[config.mk]
export PLATFORM = sky130hd
export DESIGN_NAME = mmio_uart_tx_flat
export DESIGN_NICKNAME = d
export VERILOG_FILES = /design/src/rtl/mmio_uart_tx_if.sv /design/src/rtl/mmio_uart_tx.sv /design/src/flat_wrapper.sv
export SDC_FILE = /design/constraint.sdc
export NUM_CORES = 1
export LEC_CHECK = 0
export ABC_AREA = 1
export BUFFER_PORTS_ARGS = -buffer_cell sky130_fd_sc_hd__buf_2
export CAP_MARGIN = 10
export CELL_PAD_IN_SITES_DETAIL_PLACEMENT = 2
export CELL_PAD_IN_SITES_GLOBAL_PLACEMENT = 2
export CORE_MARGIN = 2
export CORE_UTILIZATION = 33
export CTS_BUF_LIST = sky130_fd_sc_hd__clkbuf_16
export DETAILED_ROUTE_END_ITERATION = 8
export PLACE_DENSITY_LB_ADDON = 0.25
export SLEW_MARGIN = 0
export SYNTH_ARGS = -nofsm -noshare
export SYNTH_HDL_FRONTEND = slang
export SYNTH_SLANG_ARGS = --single-unit
[constraint.sdc]
create_clock -name clk -period 2.7 [get_ports clk]
set_input_delay 0.405 -clock clk [delete_from_list [all_inputs] [get_ports clk]]
set_output_delay 0.405 -clock clk [all_outputs]
set_load 0.03 [all_outputs]
[src/rtl/mmio_uart_tx_if.sv]
// Core-side memory-mapped bus for mmio_uart_tx: store strobe, address, data, and read-back mux controls.
interface mmio_uart_tx_if;
    logic        MemWrite;
    logic [31:0] ALUResult;
    logic [31:0] WriteData;
    logic [31:0] RdData;
    logic        sel;

    modport master (
        output MemWrite, ALUResult, WriteData,
        input  RdData, sel
    );

    modport slave (
        input  MemWrite, ALUResult, WriteData,
        output RdData, sel
    );
endinterface

[src/rtl/mmio_uart_tx.sv]
// Memory-mapped UART transmitter: TXDATA/STATUS registers, transmit FIFO, 8N1 serializer.
// Define UART_PARITY_EN to insert an even-parity bit between the data bits and the stop bit.
module mmio_uart_tx #(
    parameter logic [31:0] BASE_ADDR    = 32'h0000_1000,
    parameter int unsigned CLKS_PER_BIT = 868,
    parameter int unsigned FIFO_DEPTH   = 8
) (
    input  logic            clk,
    input  logic            reset,
    mmio_uart_tx_if.slave   bus,
    output logic            tx
);

    localparam int unsigned AW   = $clog2(FIFO_DEPTH);
    localparam int unsigned CNTW = AW + 1;
    localparam int unsigned BCW  = $clog2(CLKS_PER_BIT);

`ifdef UART_PARITY_EN
    typedef enum logic [2:0] {IDLE, START, DATA, PARITY, STOP} state_t;
`else
    typedef enum logic [1:0] {IDLE, START, DATA, STOP} state_t;
`endif

    state_t            state_q, state_d;
    logic [7:0]        fifo_mem [FIFO_DEPTH];
    logic [AW-1:0]     wr_ptr, rd_ptr;
    logic [CNTW-1:0]   count;
    logic              overflow;
    logic [BCW-1:0]    bit_cnt;
    logic [2:0]        bit_idx;
    logic [7:0]        shift_q, shift_d;
    logic              tx_d;
    logic              pop, reload, shift_en;
    logic              fifo_empty, fifo_full, bit_done, busy;
    logic              wr_txdata, wr_status, push_ok;
    logic [7:0]        fifo_head;
    logic [31:0]       status;
`ifdef UART_PARITY_EN
    logic              parity_q, parity_d;
`endif

    // Low data bytes are the only part of a store this block consumes.
    logic unused_wdata;
    assign unused_wdata = &{1'b0, bus.WriteData[31:8]};

    // Address decode and combinational read-back.
    assign bus.sel    = (bus.ALUResult[31:3] == BASE_ADDR[31:3]);
    assign wr_txdata  = bus.MemWrite && bus.sel && (bus.ALUResult[2:0] == 3'b000);
    assign wr_status  = bus.MemWrite && bus.sel && (bus.ALUResult[2:0] == 3'b100);
    assign bus.RdData = (bus.sel && (bus.ALUResult[2:0] == 3'b100)) ? status : 32'h0;

    assign fifo_empty = (count == '0);
    assign fifo_full  = (count == CNTW'(FIFO_DEPTH));
    assign fifo_head  = fifo_mem[rd_ptr];
    assign bit_done   = (bit_cnt == '0);
    assign busy       = (state_q != IDLE);
    assign push_ok    = wr_txdata && (!fifo_full || pop);
    assign status     = {21'h0, 7'(count), overflow, busy, fifo_empty, fifo_full};

    // State register.
    always_ff @(posedge clk) begin
        if (reset) state_q <= IDLE;
        else       state_q <= state_d;
    end

    // Next-state logic plus the datapath controls it issues.
    always_comb begin
        state_d  = state_q;
        pop      = 1'b0;
        reload   = 1'b0;
        shift_en = 1'b0;
        case (state_q)
            IDLE: begin
                if (!fifo_empty) begin
                    pop     = 1'b1;
                    reload  = 1'b1;
                    state_d = START;
                end
            end
            START: begin
                if (bit_done) begin
                    reload  = 1'b1;
                    state_d = DATA;
                end
            end
            DATA: begin
                if (bit_done) begin
                    reload   = 1'b1;
                    shift_en = 1'b1;
                    if (bit_idx == 3'd7) begin
`ifdef UART_PARITY_EN
                        state_d = PARITY;
`else
                        state_d = STOP;
`endif
                    end
                end
            end
`ifdef UART_PARITY_EN
            PARITY: begin
                if (bit_done) begin
                    reload  = 1'b1;
                    state_d = STOP;
                end
            end
`endif
            STOP: begin
                if (bit_done) begin
                    // Chain straight into the next frame when data is waiting.
                    if (!fifo_empty) begin
                        pop     = 1'b1;
                        reload  = 1'b1;
                        state_d = START;
                    end else begin
                        state_d = IDLE;
                    end
                end
            end
            default: state_d = IDLE;
        endcase
    end

    // Line value is computed from the upcoming state so tx registers in step with the FSM.
    always_comb begin
        shift_d = shift_q;
        if (pop)           shift_d = fifo_head;
        else if (shift_en) shift_d = {1'b0, shift_q[7:1]};
`ifdef UART_PARITY_EN
        parity_d = pop ? ^fifo_head : parity_q;
`endif
        tx_d = 1'b1;
        case (state_d)
            START:  tx_d = 1'b0;
            DATA:   tx_d = shift_d[0];
`ifdef UART_PARITY_EN
            PARITY: tx_d = parity_d;
`endif
            default: tx_d = 1'b1;
        endcase
    end

    // FIFO storage; contents are don't-care once the pointers reset.
    always_ff @(posedge clk) begin
        if (!reset && push_ok) fifo_mem[wr_ptr] <= bus.WriteData[7:0];
    end

    // FIFO bookkeeping, bit timing, shifter and line register.
    always_ff @(posedge clk) begin
        if (reset) begin
            wr_ptr   <= '0;
            rd_ptr   <= '0;
            count    <= '0;
            overflow <= 1'b0;
            bit_cnt  <= '0;
            bit_idx  <= '0;
            shift_q  <= '0;
            tx       <= 1'b1;
`ifdef UART_PARITY_EN
            parity_q <= 1'b0;
`endif
        end else begin
            if (push_ok) wr_ptr <= wr_ptr + 1'b1;
            if (pop)     rd_ptr <= rd_ptr + 1'b1;
            count <= count + CNTW'(push_ok) - CNTW'(pop);

            if (wr_txdata && !push_ok) overflow <= 1'b1;
            else if (wr_status)        overflow <= 1'b0;

            if (reload)         bit_cnt <= BCW'(CLKS_PER_BIT - 1);
            else if (!bit_done) bit_cnt <= bit_cnt - 1'b1;

            if (pop)           bit_idx <= '0;
            else if (shift_en) bit_idx <= bit_idx + 1'b1;

            shift_q <= shift_d;
            tx      <= tx_d;
`ifdef UART_PARITY_EN
            parity_q <= parity_d;
`endif
        end
    end

endmodule

[src/flat_wrapper.sv]
// flat-port wrapper written by rule: the top's interface ports become plain ports
module mmio_uart_tx_flat 
#(
    parameter logic [31:0] BASE_ADDR    = 32'h0000_1000,
    parameter int unsigned CLKS_PER_BIT = 868,
    parameter int unsigned FIFO_DEPTH   = 8
)
  (clk, reset, tx, bus_MemWrite, bus_ALUResult, bus_WriteData, bus_RdData, bus_sel);
  mmio_uart_tx_if bus_i ();
  input  logic clk;
  input  logic reset;
  output logic tx;
  input wire logic [$bits(bus_i.MemWrite)-1:0] bus_MemWrite;
  input wire logic [$bits(bus_i.ALUResult)-1:0] bus_ALUResult;
  input wire logic [$bits(bus_i.WriteData)-1:0] bus_WriteData;
  output wire logic [$bits(bus_i.RdData)-1:0] bus_RdData;
  output wire logic [$bits(bus_i.sel)-1:0] bus_sel;
  assign bus_i.MemWrite = bus_MemWrite;
  assign bus_i.ALUResult = bus_ALUResult;
  assign bus_i.WriteData = bus_WriteData;
  assign bus_RdData = bus_i.RdData;
  assign bus_sel = bus_i.sel;
  mmio_uart_tx #(.BASE_ADDR(BASE_ADDR), .CLKS_PER_BIT(CLKS_PER_BIT), .FIFO_DEPTH(FIFO_DEPTH)) u_core (.clk(clk), .reset(reset), .bus(bus_i), .tx(tx));
endmodule
# [After elaboration in Yosys (flattened, before gate mapping)]
# Memories as Yosys holds them, arrays and structs flattened. A register that Yosys moved wholly into a read port is not among the register bits.
# Index checks and enable logic that the tools add are counted.
[word_totals] regBits=35 ram_bits=64 in_bits=67 out_inout_bits=34 word_cells=74 n_memories=1
[mem_list] memory="u_core.fifo_mem" depth=8 word_bits=8 rd=1 rd_clocked_by_memory_dff=1 wr=1 line="mmio_uart_tx.sv:25" source="logic [7:0] fifo_mem [FIFO_DEPTH];"
[classes] n_addsub=6 n_eq_ne=10 n_mux=25 n_reduce_logical=21
[ops] op="29-bit by 10-bit == test with 1-bit output (second input constant)" count=1
[ops] op="8-bit 2-to-1 mux" count=3
[ops] op="10-bit 2-to-1 mux" count=2
[ops] op="10-bit zero test" count=1
[ops] op="2-bit 2-to-1 mux" count=5
[ops] op="10-bit by 1-bit subtractor with 10-bit output (second input constant)" count=1
[ops] op="3-bit by 1-bit adder with 3-bit output (second input constant)" count=3
[ops] op="1-bit 2-to-1 mux" count=9
[ops] op="2-bit case mux with 4 select lines" count=1
[ops] op="1-bit logical AND" count=7
[ops] op="2-bit == test (second input constant)" count=3
[ops] op="3-bit == test (second input constant)" count=2
[ops] op="3-bit 2-to-1 mux" count=2
[ops] op="2-bit nonzero test" count=3
[ops] op="2-bit OR reduction" count=3
[ops] op="4-bit by 1-bit adder with 4-bit output" count=1
[ops] op="2-bit by 1-bit == test with 1-bit output (second input constant)" count=2
[ops] op="4-bit == test (second input constant)" count=1
[ops] op="4-bit zero test" count=1
[ops] op="1-bit case mux with 2 select lines" count=2
[ops] op="4-bit by 1-bit subtractor with 4-bit output" count=1
[ops] op="1-bit zero test" count=3
[ops] op="3-bit zero test" count=1
[ops] op="1-bit case mux with 3 select lines" count=1
[ops] op="3 further kinds" count=3

# [Longest topological paths before layout]
[depth] depth_word=9 ltp_mapped=17 depth_no_buf=16

# [Worst setup path after synthesis]
# OpenSTA, ideal clock, no wires.
[synth_path] path_type="in2out" start="input port bus_ALUResult[28]" end="output port bus_RdData[0]" t_arrival_ns=2.222 path_slack_ns=0.073 stages=5 path_cell_list="nor2_1 -> nand4_1 -> nor4_2 -> nand3_1 -> nor2_1"
[synth_between] elab_chain_len=3
[synth_rtl] item="start, declared" line="flat_wrapper.sv:14" source="input wire logic [$bits(bus_i.ALUResult)-1:0] bus_ALUResult;"
[synth_rtl] item="29-bit by 10-bit == test with 1-bit output" line="mmio_uart_tx.sv:47" source="assign bus.sel = (bus.ALUResult[31:3] == BASE_ADDR[31:3]);"
[synth_rtl] item="via bus_sel" line="flat_wrapper.sv:17" source="output wire logic [$bits(bus_i.sel)-1:0] bus_sel;"
[synth_rtl] item="1-bit logical AND" line="mmio_uart_tx.sv:50" source="assign bus.RdData = (bus.sel && (bus.ALUResult[2:0] == 3'b100)) ? status : 32'h0;"
[synth_rtl] item="8-bit 2-to-1 mux" line="mmio_uart_tx.sv:50"
[synth_rtl] item="end, declared" line="flat_wrapper.sv:16" source="output wire logic [$bits(bus_i.RdData)-1:0] bus_RdData;"
# The timed path passes the listed nets, and every way through them passes these cells.

# [Final worst setup path]
[layout_path] start="register u_core.bit_cnt[0]" end="register u_core.count[2]"
[layout_between] elab_chain_len=7
[layout_rtl] item="start, declared" line="mmio_uart_tx.sv:29" source="logic [BCW-1:0] bit_cnt;"
[layout_rtl] item="start signal, assigned" line="mmio_uart_tx.sv:169" source="if (reload) bit_cnt <= BCW'(CLKS_PER_BIT - 1);"
[layout_rtl] item="start signal, assigned" line="mmio_uart_tx.sv:170" source="else if (!bit_done) bit_cnt <= bit_cnt - 1'b1;"
[layout_rtl] item="10-bit zero test (*)" line="mmio_uart_tx.sv:55" source="assign bit_done = (bit_cnt == '0);"
[layout_rtl] item="1-bit 2-to-1 mux (*)" line="mmio_uart_tx.sv:108" source="if (bit_done) begin"
[layout_rtl] item="1-bit case mux with 2 select lines (*)" line="mmio_uart_tx.sv:72" source="case (state_q)"
[layout_rtl] item="1-bit logical OR" line="mmio_uart_tx.sv:57" source="assign push_ok = wr_txdata && (!fifo_full || pop);"
[layout_rtl] item="1-bit logical AND" line="mmio_uart_tx.sv:57"
[layout_rtl] item="4-bit by 1-bit adder with 4-bit output" line="mmio_uart_tx.sv:164" source="count <= count + CNTW'(push_ok) - CNTW'(pop);"
[layout_rtl] item="4-bit by 1-bit subtractor with 4-bit output (*)" line="mmio_uart_tx.sv:164"
[layout_rtl] item="end signal, assigned" line="mmio_uart_tx.sv:164"
[layout_rtl] item="end, declared" line="mmio_uart_tx.sv:27" source="logic [CNTW-1:0] count;"
# Every way passes the cells marked *; elsewhere a longest branch is shown, timed or not.
# A chain may end at the register's enable or synchronous reset.

==> flow_summary.toml <==
[status]
status = "completed"

[critical_path]
worstSetupStartpointType = "register"
path_max_fanout = 5
reg2reg_from = "u_core.bit_cnt[0]"
crit_path_max_incr_delay_ps = 380
critPathCaptureType = "register"
critPathArrivalTime_ps = 2750
crit_top_cell = "inv_1"
cpMaxStageDelayCell = "fa_1"
crit_chain = "inv_1 -> ha_2 -> nand2_2 -> nor2_4 -> nand3_2 -> nand2_2 -> nand2_4 -> inv_2 -> ha_1 -> inv_1 -> ha_1 -> inv_1 -> fa_1 -> xor2_1 -> nor2_1"
required_ps = 2940
crit_path_start = "u_core.bit_cnt[0]"
path_class = "register to register"

[timing]
setup_viol = 0
holdWs_ps = 303
relSlewSlack_pct = 65.8
fmax_ghz = 0.399
period_minus_slack_ps = 2510
drv_slew = 0
hold_violations = 0
min_period_over_period_pct = 92.9
tightest_slew_ps = 512
clock_skew_ps = 9.64
fin_tns_setup_ps = 0

[floorplanning]
fp.coreArea_um2 = 14500
io_pins = 101
std_cell_rows = 44
start_util_pct = 33.8
die_y_um = 126
die_area_um2 = 15900
die_w_um = 126

[logic_synthesis]
yosys.area.top_type = "edfxtp_1"
yosys_warnings = 0
synth-main-ff-cell = "edfxtp_1"
synth_xor_xnor_area_share_pct = 1.42
synthTopCellsByCount = "nor2_1, edfxtp_1, nand2_1"
synthCells = 530
synth-seq-cells = 102
synth_top_area_share_pct = 39.1
yosys-top-cells-area = "edfxtp_1, dfxtp_1, nor2_1, nand3_1, nand2_1"
yosysSeqAreaShare_pct = 54.6
synth_compound_area_share_pct = 9.36
synthMuxAreaShare_pct = 0
synth_top_family_by_area = "simple AND/OR/NAND/NOR gates"
avgSynthCellArea_um2 = 9.28
synth_area_um2 = 4920
synth_adder_area_share_pct = 4.48
ys_types = 36
yosysMostFrequentCell = "nor2_1"
synthArstFlopShare_pct = 0
synth-simple-area-share_pct = 20.8
synth_edf_count = 64

[power_and_ir_drop]
power_w = 0.00514
power_density_nw_per_um2 = 910
vdd_ir_drop_max_mv = 0.477
leakagePower_nw = 2.31

[drt]
ant_nets = 0
dr.pass1.iters = 4
top_layer_used = "met4"
drc = 0
met2_length_mm = 7.36
viasPerCell = 4.91
wl_met1_mm = 5.73
wl_per_cell_um = 17.5
wl_met3_um = 338
vias = 3837
drt_iter0_markers = 205
wirelength_mm = 13.7

[global_route]
grt_max_degree = 33
grt_pass1_wl_mm = 22.4
track_usage_pct = 18.2
antenna_found_initial = 0
grt_pass1_vias = 4345
overflow = 0

[hold_path]
hold_path.startpoint = "bus_WriteData[5]"
hold_class = "input pin to register"

[job]
drv_cap = 0

[cts]
clk_pin_slew_worst_paths_ps = 70
h-tree-depth = 3
clock_latency_ps = 360
cts_resized = 0
clock_sinks = 102
holdBufCountCts = 0
cts-root-buf = "clkbuf_16"
cts_made_buffers = 9
clk_path_buf_depth = 2
cts_setup_buffers = 0
cts_tree = "done"

[layout]
final_nets = 676
synthToLayoutAreaGrowth_pct = 14.9
final_area_um2 = 5650
drive_gt1_share_pct = 17.8
finish.utilization_pct = 38.9
n_antenna_cell = 0

[placed_design]
place_congestion = 0.708
numPortBuffers = 52
dpl.hpwl_mm = 9.75
dpl-instance-area_um2 = 5360
## state kept, by name (all words and copies together), names as in the netlist, named ones only
name	count
u_core.count	4
u_core.bit_idx	3
u_core.bit_cnt	10
u_core.wr_ptr	3
u_core.fifo_mem	64
u_core.shift_q	8
u_core.overflow	1
u_core.tx	1
u_core.state_q	2
u_core.rd_ptr	3
## worst paths after layout
kind / to / slack [ps] / cells after the start
setup / recovery: u_core.count[2] / 190 / 15
hold / removal: u_core.fifo_mem[0][5] / 300 / 1
setup reg to reg: u_core.count[2] / 190 / 15
hold reg to reg: u_core.bit_idx[2] / 480 / 2
## metrics by stage
step	instances	setup slack [ps]
final	781	193
after global routing	781	-20.4
after CTS	781	101
after detailed placement	765	147
after global placement	765	248
after floorplan	553	72.9
## kinds of logic (layout without fill, tap and decap cells)
logic type      after synthesis  count (layout)
buf+inv                      93             137
xor+xnor                      8               8
other cells                   1              24
compound gates               82              82
flops                       102             102
fa+ha+maj                    17              17
simple gates                227             227
## cells in the final DEF (no fill, tap or decap), types with 2 or more instances in the layout
master	count
inv_8	2
nand3_1	49
buf_2	52
nand2_2	4
a31oi_1	6
o21ai_0	38
nand4_1	6
ha_1	15
a21oi_1	18
clkbuf_16	9
inv_1	49
clkinv_1	3
nor3_2	2
nor3_1	2
conb_1	24
nor2_1	96
nor2_4	3
nand2_1	55
nand2_4	2
buf_4	16
inv_2	2
nor2_2	4
o21ai_1	3
dfxtp_1	38
xor2_1	7
edfxtp_1	64
o211ai_1	12
## power breakdown
group / switching (W) / internal, W / total (W)
logic: 0.00128 / 0.000629 / 0.00191
clock network: 0.000614 / 0.000638 / 0.00125
registers: 0.000143 / 0.00184 / 0.00199
## worst max-delay path: cells and delay by family, from the launching register on
| kind | cells | cell delay, ps |
|---|---|---|
| XOR/XNOR | 1 | 180 |
| adder cells (fa/ha/maj) | 4 | 980 |
| buffers and inverters | 4 | 310 |
| flip-flops | 1 | 330 |
| AND/OR/NAND/NOR | 6 | 590 |
## metal layers
layer	GRT usage [%]	vias to the layer above
li1	-	1856
met5	0	-
met4	6.27	0
met2	34.0	43
met3	3.02	19
met1	20.9	1919
## layout make-up
cell class	instances	area, um2
flip-flops and latches	102	2680
clock inverters	7	56.3
clock buffers	9	225
well taps	184	230
multi-input cells	358	1880
repair buffers	68	380
inverters	53	199
fillers	1645	8880
Power figures use the tool's default switching activity.
